$ cat config.mk
export PLATFORM = sky130hd
export DESIGN_NAME = aes128_key_expand
export DESIGN_NICKNAME = d
export VERILOG_FILES = /design/src/rtl/aes128_pkg.sv /design/src/rtl/aes_sbox.sv /design/src/rtl/aes128_key_expand.sv
export SDC_FILE = /design/constraint.sdc
export NUM_CORES = 2
export LEC_CHECK = 0
export CAP_MARGIN = 15
export CORE_AREA = 2 2 595 597
export DETAILED_ROUTE_END_ITERATION = 8
export DIE_AREA = 0 0 597 599
export PLACE_DENSITY = 0.5
export SETUP_SLACK_MARGIN = 0.2
export SYNTH_ARGS = -nofsm -noshare
export SYNTH_HDL_FRONTEND = slang
export SYNTH_SLANG_ARGS = --single-unit
$ cat constraint.sdc
create_clock -name clk -period 43.4 [get_ports clk]
set_clock_uncertainty 0.2 [all_clocks]
set_input_delay 4.34 -clock clk [delete_from_list [all_inputs] [get_ports clk]]
set_output_delay 4.34 -clock clk [all_outputs]
set_load 0.01 [all_outputs]
$ cat src/rtl/aes128_pkg.sv
// Shared constants, FSM state type, S-box table and GF(2^8) helper for the
// AES-128 key-schedule engine.
package aes128_pkg;

  localparam int NK = 4;
  localparam int NR = 10;
  localparam logic [7:0] RCON_INIT = 8'h01;

  typedef enum logic [0:0] {
    ST_IDLE = 1'b0,
    ST_RUN  = 1'b1
  } state_t;

  // Forward AES S-box, indexed by the input byte
  localparam logic [7:0] SBOX [256] = '{
    8'h63, 8'h7c, 8'h77, 8'h7b, 8'hf2, 8'h6b, 8'h6f, 8'hc5, 8'h30, 8'h01, 8'h67, 8'h2b, 8'hfe, 8'hd7, 8'hab, 8'h76,
    8'hca, 8'h82, 8'hc9, 8'h7d, 8'hfa, 8'h59, 8'h47, 8'hf0, 8'had, 8'hd4, 8'ha2, 8'haf, 8'h9c, 8'ha4, 8'h72, 8'hc0,
    8'hb7, 8'hfd, 8'h93, 8'h26, 8'h36, 8'h3f, 8'hf7, 8'hcc, 8'h34, 8'ha5, 8'he5, 8'hf1, 8'h71, 8'hd8, 8'h31, 8'h15,
    8'h04, 8'hc7, 8'h23, 8'hc3, 8'h18, 8'h96, 8'h05, 8'h9a, 8'h07, 8'h12, 8'h80, 8'he2, 8'heb, 8'h27, 8'hb2, 8'h75,
    8'h09, 8'h83, 8'h2c, 8'h1a, 8'h1b, 8'h6e, 8'h5a, 8'ha0, 8'h52, 8'h3b, 8'hd6, 8'hb3, 8'h29, 8'he3, 8'h2f, 8'h84,
    8'h53, 8'hd1, 8'h00, 8'hed, 8'h20, 8'hfc, 8'hb1, 8'h5b, 8'h6a, 8'hcb, 8'hbe, 8'h39, 8'h4a, 8'h4c, 8'h58, 8'hcf,
    8'hd0, 8'hef, 8'haa, 8'hfb, 8'h43, 8'h4d, 8'h33, 8'h85, 8'h45, 8'hf9, 8'h02, 8'h7f, 8'h50, 8'h3c, 8'h9f, 8'ha8,
    8'h51, 8'ha3, 8'h40, 8'h8f, 8'h92, 8'h9d, 8'h38, 8'hf5, 8'hbc, 8'hb6, 8'hda, 8'h21, 8'h10, 8'hff, 8'hf3, 8'hd2,
    8'hcd, 8'h0c, 8'h13, 8'hec, 8'h5f, 8'h97, 8'h44, 8'h17, 8'hc4, 8'ha7, 8'h7e, 8'h3d, 8'h64, 8'h5d, 8'h19, 8'h73,
    8'h60, 8'h81, 8'h4f, 8'hdc, 8'h22, 8'h2a, 8'h90, 8'h88, 8'h46, 8'hee, 8'hb8, 8'h14, 8'hde, 8'h5e, 8'h0b, 8'hdb,
    8'he0, 8'h32, 8'h3a, 8'h0a, 8'h49, 8'h06, 8'h24, 8'h5c, 8'hc2, 8'hd3, 8'hac, 8'h62, 8'h91, 8'h95, 8'he4, 8'h79,
    8'he7, 8'hc8, 8'h37, 8'h6d, 8'h8d, 8'hd5, 8'h4e, 8'ha9, 8'h6c, 8'h56, 8'hf4, 8'hea, 8'h65, 8'h7a, 8'hae, 8'h08,
    8'hba, 8'h78, 8'h25, 8'h2e, 8'h1c, 8'ha6, 8'hb4, 8'hc6, 8'he8, 8'hdd, 8'h74, 8'h1f, 8'h4b, 8'hbd, 8'h8b, 8'h8a,
    8'h70, 8'h3e, 8'hb5, 8'h66, 8'h48, 8'h03, 8'hf6, 8'h0e, 8'h61, 8'h35, 8'h57, 8'hb9, 8'h86, 8'hc1, 8'h1d, 8'h9e,
    8'he1, 8'hf8, 8'h98, 8'h11, 8'h69, 8'hd9, 8'h8e, 8'h94, 8'h9b, 8'h1e, 8'h87, 8'he9, 8'hce, 8'h55, 8'h28, 8'hdf,
    8'h8c, 8'ha1, 8'h89, 8'h0d, 8'hbf, 8'he6, 8'h42, 8'h68, 8'h41, 8'h99, 8'h2d, 8'h0f, 8'hb0, 8'h54, 8'hbb, 8'h16
  };

  // Multiply by x in GF(2^8) modulo x^8+x^4+x^3+x+1
  function automatic logic [7:0] xtime(input logic [7:0] b);
    return {b[6:0], 1'b0} ^ (b[7] ? 8'h1B : 8'h00);
  endfunction

endpackage

$ cat src/rtl/aes_sbox.sv
// Combinational single-byte AES S-box lookup.
module aes_sbox
  import aes128_pkg::*;
(
  input  logic [7:0] data,
  output logic [7:0] subst
);

  assign subst = SBOX[data];

endmodule

$ cat src/rtl/aes128_key_expand.sv
// Iterative AES-128 key schedule: one round key per clock into eleven
// output registers, sk0 loaded from the cipher key at accept.
module aes128_key_expand
  import aes128_pkg::*;
(
  input  logic         clk,
  input  logic         rst,
  input  logic         start,
  input  logic [127:0] in_key,
  output logic         busy,
  output logic         valid,
  output logic [127:0] sk0,
  output logic [127:0] sk1,
  output logic [127:0] sk2,
  output logic [127:0] sk3,
  output logic [127:0] sk4,
  output logic [127:0] sk5,
  output logic [127:0] sk6,
  output logic [127:0] sk7,
  output logic [127:0] sk8,
  output logic [127:0] sk9,
  output logic [127:0] sk10
);

  state_t state, state_next;
  logic [3:0] round, round_next;
  logic [7:0] rcon, rcon_next;
  logic valid_next;
  logic accept;

  logic [32*NK-1:0] keys [NR+1];
  logic [32*NK-1:0] prev;
  logic [32*NK-1:0] round_key;
  logic [31:0] rot, sub, t;
  logic [31:0] w0, w1, w2, w3;

  assign busy   = (state == ST_RUN);
  assign accept = (state == ST_IDLE) && start;

  // Previous round key comes straight from its register
  always_comb begin
    prev = '0;
    for (int i = 0; i < NR; i++) begin
      if (round == 4'(i + 1)) prev = keys[i];
    end
  end

  assign rot = {prev[23:0], prev[31:24]};

  for (genvar gi = 0; gi < 4; gi++) begin : g_subword
    aes_sbox u_sbox (
      .data  (rot[gi*8 +: 8]),
      .subst (sub[gi*8 +: 8])
    );
  end

  assign t  = sub ^ {rcon, 24'h0};
  assign w0 = prev[127:96] ^ t;
  assign w1 = prev[95:64]  ^ w0;
  assign w2 = prev[63:32]  ^ w1;
  assign w3 = prev[31:0]   ^ w2;
  assign round_key = {w0, w1, w2, w3};

  always_ff @(posedge clk or posedge rst) begin
    if (rst) begin
      state <= ST_IDLE;
      round <= '0;
      rcon  <= RCON_INIT;
      valid <= 1'b0;
    end else begin
      state <= state_next;
      round <= round_next;
      rcon  <= rcon_next;
      valid <= valid_next;
    end
  end

  always_comb begin
    state_next = state;
    round_next = round;
    rcon_next  = rcon;
    valid_next = valid;
    case (state)
      ST_IDLE: begin
        if (start) begin
          state_next = ST_RUN;
          round_next = 4'd1;
          rcon_next  = RCON_INIT;
          valid_next = 1'b0;
        end
      end
      ST_RUN: begin
        round_next = round + 4'd1;
        rcon_next  = xtime(rcon);
        if (round == 4'(NR)) begin
          state_next = ST_IDLE;
          valid_next = 1'b1;
        end
      end
      default: state_next = ST_IDLE;
    endcase
  end

  always_ff @(posedge clk or posedge rst) begin
    if (rst) begin
      for (int i = 0; i <= NR; i++) keys[i] <= '0;
    end else if (accept) begin
      keys[0] <= in_key;
    end else if (state == ST_RUN) begin
      for (int i = 1; i <= NR; i++) begin
        if (round == 4'(i)) keys[i] <= round_key;
      end
    end
  end

  assign sk0  = keys[0];
  assign sk1  = keys[1];
  assign sk2  = keys[2];
  assign sk3  = keys[3];
  assign sk4  = keys[4];
  assign sk5  = keys[5];
  assign sk6  = keys[6];
  assign sk7  = keys[7];
  assign sk8  = keys[8];
  assign sk9  = keys[9];
  assign sk10 = keys[10];

endmodule

# Word-level counts from Yosys, hierarchy flattened
# Memory sizes are Yosys's and may differ from the RTL's.
# Index checks and enable logic that the tools add are counted.
# word_totals
regBits,1422
latchBits,0
mem_bits_rw,0
romBits,8192
input_bits,131
output_inout_bits,1410
n_memories,4
# memory_table
memory,words,word_bits,rd,rd_clocked_by_memory_dff,write_ports,line,rtl
(name not given),256,8,1,0,0,aes_sbox.sv:9,assign subst = SBOX[data];
(name not given),256,8,1,0,0,aes_sbox.sv:9,
(name not given),256,8,1,0,0,aes_sbox.sv:9,
(name not given),256,8,1,0,0,aes_sbox.sv:9,
# op_classes
addsub,1
multipliers,0
div_mod_pow,0
n_lt_le_gt_ge,4
eq_ne,12
shifts,0
mux,29
n_bitwise,12
n_reduce_logical,12
# op_table
op,count
128-bit 2-to-1 mux,10
32-bit XOR,5
8-bit 2-to-1 mux,9
9-bit greater-or-equal comparator (second input constant),4
8-bit inverter with 9-bit output,4
3-bit AND reduction,10
4-bit by 3-bit equality test with 1-bit output (second input constant),4
8-bit one-hot mux with 2 select lines,1
4-bit equality test (second input constant),3
4-bit by 2-bit equality test with 1-bit output (second input constant),2
4-bit one-hot mux with 2 select lines,1
8-bit by 5-bit XOR with 8-bit output,1
5-bit 2-to-1 mux,1
4-bit by 1-bit adder with 4-bit output (second input constant),1
4-bit by 1-bit equality test with 1-bit output (second input constant),1
1-bit 2-to-1 mux,4
4-bit 2-to-1 mux,1
1-bit one-hot mux with 2 select lines,2
2-bit by 1-bit != test with 1-bit output (second input constant),1
2-bit != test (second input constant),1
1-bit inverter,2
2-bit AND reduction,1
1-bit logical AND,1

# Longest topological paths before layout
# logic_depth
depth_word,20
ltp_mapped,26
depth_no_buf,19

# By module
# Synthesis repeated with hierarchy kept, for this count alone.
# unflattened
cells_unflattened,8795
hier_area_um2,76414.5
# by_module_without_submodules
module,n_inst,cells_per_inst,area_each_um2,seq_area_each_um2
aes128_key_expand,1,6767,63697.3,35585.4
aes_sbox,4,507,3179.3,0.0

# Least setup slack after synthesis
# OpenSTA, ideal clock, no wires.
# synth_path
path_kind,in2reg
startpoint,input start
endpoint,"register keys, in the netlist sk0[0]"
setup_time_ns,0.125
t_arrival_ns,5.576
required_ns,43.075
slack_ns,37.499
cell_stages,4
n_path_buf,2
cell_sequence,nor2b_1 -> buf_1 -> buf_1 -> mux2_2
# synth_between
elab_chain_cells,1
# synth_rtl
item,line,rtl
start: declaration,aes128_key_expand.sv:8,"input logic start,"
1-bit logical AND,aes128_key_expand.sv:38,assign accept = (state == ST_IDLE) && start;
end signal: indexed assignment,aes128_key_expand.sv:111,if (round == 4'(i)) keys[i] <= round_key;
end: declaration,aes128_key_expand.sv:31,logic [32*NK-1:0] keys [NR+1];
# Every way passes these cells.
# A chain may end at the register's enable or synchronous reset.

# Worst setup path in the final report
# layout_path
startpoint,register round[0]
endpoint,"register keys, in the netlist sk3[27]"
# layout_between
elab_chain_cells,20
word_cells_on_any_way,30
# layout_rtl
item,line,rtl
start: declaration,aes128_key_expand.sv:26,"logic [3:0] round, round_next;"
start signal: assignment,aes128_key_expand.sv:72,round <= round_next;
4-bit by 1-bit equality test with 1-bit output,aes128_key_expand.sv:44,if (round == 4'(i + 1)) prev = keys[i];
128-bit 2-to-1 mux (10 in series),aes128_key_expand.sv:44,
8-bit inverter with 9-bit output (implied by the code),aes_sbox.sv:9,
memory 256 x 8 bit,-,
8-bit 2-to-1 mux (implied by the code) (2 in series),aes_sbox.sv:9,
32-bit XOR,aes128_key_expand.sv:57,"assign t = sub ^ {rcon, 24'h0};"
32-bit XOR,aes128_key_expand.sv:58,assign w0 = prev[127:96] ^ t;
32-bit XOR,aes128_key_expand.sv:59,assign w1 = prev[95:64] ^ w0;
32-bit XOR,aes128_key_expand.sv:60,assign w2 = prev[63:32] ^ w1;
32-bit XOR,aes128_key_expand.sv:61,assign w3 = prev[31:0] ^ w2;
# Parallel ways exist; a longest one is shown, timed or not. The select of a mux whose other input is x is not followed.

==> results_dict.tcl <==
set metrics [dict create \
    status "finished, final reports clean" \
    pre_cts_ws_ns 34.28 \
    antenna_left 0 \
    wl_met3_mm 64.9 \
    grtUsageTotal_pct 33.0 \
    via_per_inst 5.66 \
    startpoint_type "register" \
    clockBufferDepth 4 \
    async_reset_ff_share_pct 100 \
    cap_violations 0 \
    core_um2 351000 \
    netlist_area_um2 77800 \
    crit_path_frequent_cell "o21ai_0" \
    dieWidth_um 597 \
    synth_seq_cells 1422 \
    drive_gt1_share_pct 10.6 \
    crit_path_end_kind "register" \
    wl_met2_mm 262 \
    synth_cells 8773 \
    nFillCells 37200 \
    place.gp.congestion 1.02 \
    slowest_delay_ns 0.86 \
    grt_max_degree 148 \
    ctsResizeCount 0 \
    synth.top_cell.area_share_pct 45.7 \
    start_util_pct 22.1 \
    ys_warn_count 0 \
    drc 0 \
    slew_headroom_pct 11.3 \
    worst_slew_pin_slew_ns 1.32 \
    antenna_found_initial 50 \
    first_global_vias 76800 \
    overflow 0 \
    min_path_type "reg -> reg" \
    dieArea_um2 358000 \
    cts_setup_buffers 0 \
    die_h_um 599 \
    synth-edff-count 0 \
    insertion_delay_ns 0.96 \
    hold_violations 0 \
    synth_top_cell_by_area "dfrtp_1" \
    grt_pass1_wl_mm 796 \
    yosysUniqueCellTypes 127 \
    rows 218 \
    holdWs_ns 0.280 \
    cp.required_ns 43.91 \
    firstDrtPassIters 6 \
    syn_nets 8963 \
    vias 83300 \
    worstSetupPathType "reg -> reg" \
    wl_met1_mm 238 \
    nNetsFinal 10100 \
    drt_iter0_drc 10900 \
    avgSynthCellArea_um2 8.87 \
    tns_ns 0 \
    dr.max_layer_used "met5" \
    synthFlopType "dfrtp_1" \
    crit_slowest_cell "xnor3_2" \
    fin_util_pct 30.0 \
    crit_chain "ha_4 > buf_4 > and3b_4 > nand2b_1 > a32oi_1 > or2_2 > inv_2 > ha_1 > o21ai_1 > o21ai_0 > a211oi_1 > a31oi_1 > o211ai_1 > o311ai_1 > mux2i_1 > xnor3_2 > xnor2_2 > o21ai_0" \
    h-tree-depth 4 \
    clk_pin_slew_worst_paths_ns 0.06 \
    cts_buffers 183 \
    crit_fanout 46 \
    portBuffers 1540 \
    synth_seq_area_share_pct 45.8 \
    hold_buffers 0 \
    min_period_over_period_pct 21.7 \
    grt_setup_unrepaired "no" \
    finalWorstSetupSlack_ns 33.96 \
    fmax_mhz 106 \
    root_buffer "clkbuf_16" \
    area_growth_pct 35.5 \
    wl_mm 614 \
    setup_violations 0 \
    synth_area_leaders "dfrtp_1, o21ai_0, nand2_1" \
    routedWlPerCell_um 41.7 \
    drv_slew 0 \
    cts_num_sinks 1422 \
    hpwlAfterDp_mm 462 \
    cts_tree "built" \
    post-route-min-period_ns 9.44 \
    boundaryPins 1541 \
    crit_arrival_ns 9.95 \
]
==> through the flow <==
step                instance area (um^2)  instances
floorplan                          77800       8773
global placement                   98600      14400
detailed placement                 98700      14400
CTS                               105000      14700
global route                      105000      14700
finish                            105000      14700
==> worst max-delay path: cells and delay by family, from the launching register on <==
kind,cells,cell delay [ns]
compound gates,8,2.60
xor+xnor,2,1.50
fa+ha+maj,2,1.11
buf+inv,2,1.06
flops,1,0.53
mux,1,0.64
simple gates,3,1.51
==> Yosys cell counts (19+ instances only) <==
library cell / number
a211o_1: 42
a211oi_1: 116
a21oi_1: 403
a221o_1: 32
a221oi_1: 111
a22oi_1: 185
a311oi_1: 72
a31oi_1: 101
and2_1: 22
and3_1: 21
buf_1: 48
buf_2: 227
buf_4: 67
buf_6: 41
clkbuf_1: 505
dfrtp_1: 1421
ha_1: 59
inv_1: 53
mux2_2: 133
mux2i_1: 57
nand2_1: 1635
nand2b_1: 30
nand3_1: 121
nand3b_1: 34
nand4_1: 23
nor2_1: 331
nor2b_1: 38
nor3_1: 123
nor3b_1: 25
o2111ai_1: 43
o211ai_1: 214
o21ai_0: 1342
o21ai_1: 219
o221ai_1: 64
o22ai_1: 100
o2bb2ai_1: 21
o311ai_0: 51
o311ai_1: 19
o31ai_1: 46
or3_1: 25
xnor2_1: 106
xnor2_2: 29
xor2_1: 47
==> layout make-up <==
class	instances	area, um^2	area share (%)
diodes	20	50.0	0.0475
clock buffers	254	5260	4.99
clock inverters	82	1430	1.35
inverters	62	238	0.226
multi-input cells	6400	39100	37.1
flip-flops and latches	1422	35600	33.8
well taps	4620	5780	5.48
repair buffers	1863	17900	17.0
==> path summary, 6_finish.rpt <==
check | start | endpoint | slack [ns] | depth (start not counted)
worst min-delay path | sk10[13]$_DFFE_PP0P_ | sk10[13]$_DFFE_PP0P_ | 0.28 | 2
worst min register to register | sk10[13]$_DFFE_PP0P_ | sk10[13]$_DFFE_PP0P_ | 0.28 | 2
worst max-delay path | round[0]$_DFFE_PP0P_ | sk3[27]$_DFFE_PP0P_ | 33.96 | 18
min in group asynchronous | rst | sk9[105]$_DFFE_PP0P_ | 3.74 | 2
worst max register to register | round[0]$_DFFE_PP0P_ | sk3[27]$_DFFE_PP0P_ | 33.96 | 18
max in group asynchronous | rst | sk4[68]$_DFFE_PP0P_ | 35.34 | 7
==> placed cells by master (no fill, tap or decap), types with 28 or more instances in the layout <==
master and count:
o211ai_1 214, a311oi_1 71, nor3_1 115, ha_1 55
mux2i_1 56, clkbuf_1 32, dfrtp_1 1418, a22oi_1 185
o221ai_1 58, nand2_1 1620, clkdlybuf4s50_1 1540, clkbuf_8 37
o22ai_1 100, nor2_1 321, bufinv_16 32, a211oi_1 116
inv_1 51, a31oi_1 92, a221o_1 32, a21oi_1 402
nand3b_1 34, xnor2_2 47, o21ai_0 1340, mux2_2 133
nand3_1 117, nand2b_1 28, o2111ai_1 43, o311ai_0 51
o31ai_1 46, a221oi_1 110, clkbuf_16 185, buf_4 314
xor2_1 29, o21ai_1 219, xnor2_1 72, nor2b_1 34
a211o_1 42
==> sequential cells by signal (all words and copies together), names as in the netlist, 8 cells and up <==
name / count
sk0: 128
rcon: 8
sk8: 128
sk2: 128
sk10: 128
sk7: 128
sk9: 128
sk4: 128
sk3: 128
sk1: 128
sk6: 128
sk5: 128
==> per-layer routing <==
layer	track usage (%)	vias up
met1	41.1	42500
met5	0.147	-
met2	49.1	5355
met3	10.3	1009
met4	21.6	4
li1	-	34400
==> cells by family (layout without fill, tap and decap cells) <==
group | Yosys count | in the layout | synth area share (%)
buffers and inverters | 951 | 2261 | 5.68
flip-flops | 1422 | 1422 | 45.8
AO/OA/AOI/OAI | 3426 | 3426 | 28.1
other | 0 | 20 | 0
multiplexers | 192 | 192 | 2.72
XOR/XNOR | 201 | 201 | 2.82
adder cells (fa/ha/maj) | 59 | 59 | 0.949
AND/OR/NAND/NOR | 2522 | 2522 | 14.0
Power is not shown: default switching activity piles up to over one toggle a cycle in this logic, so the estimate is an artifact.
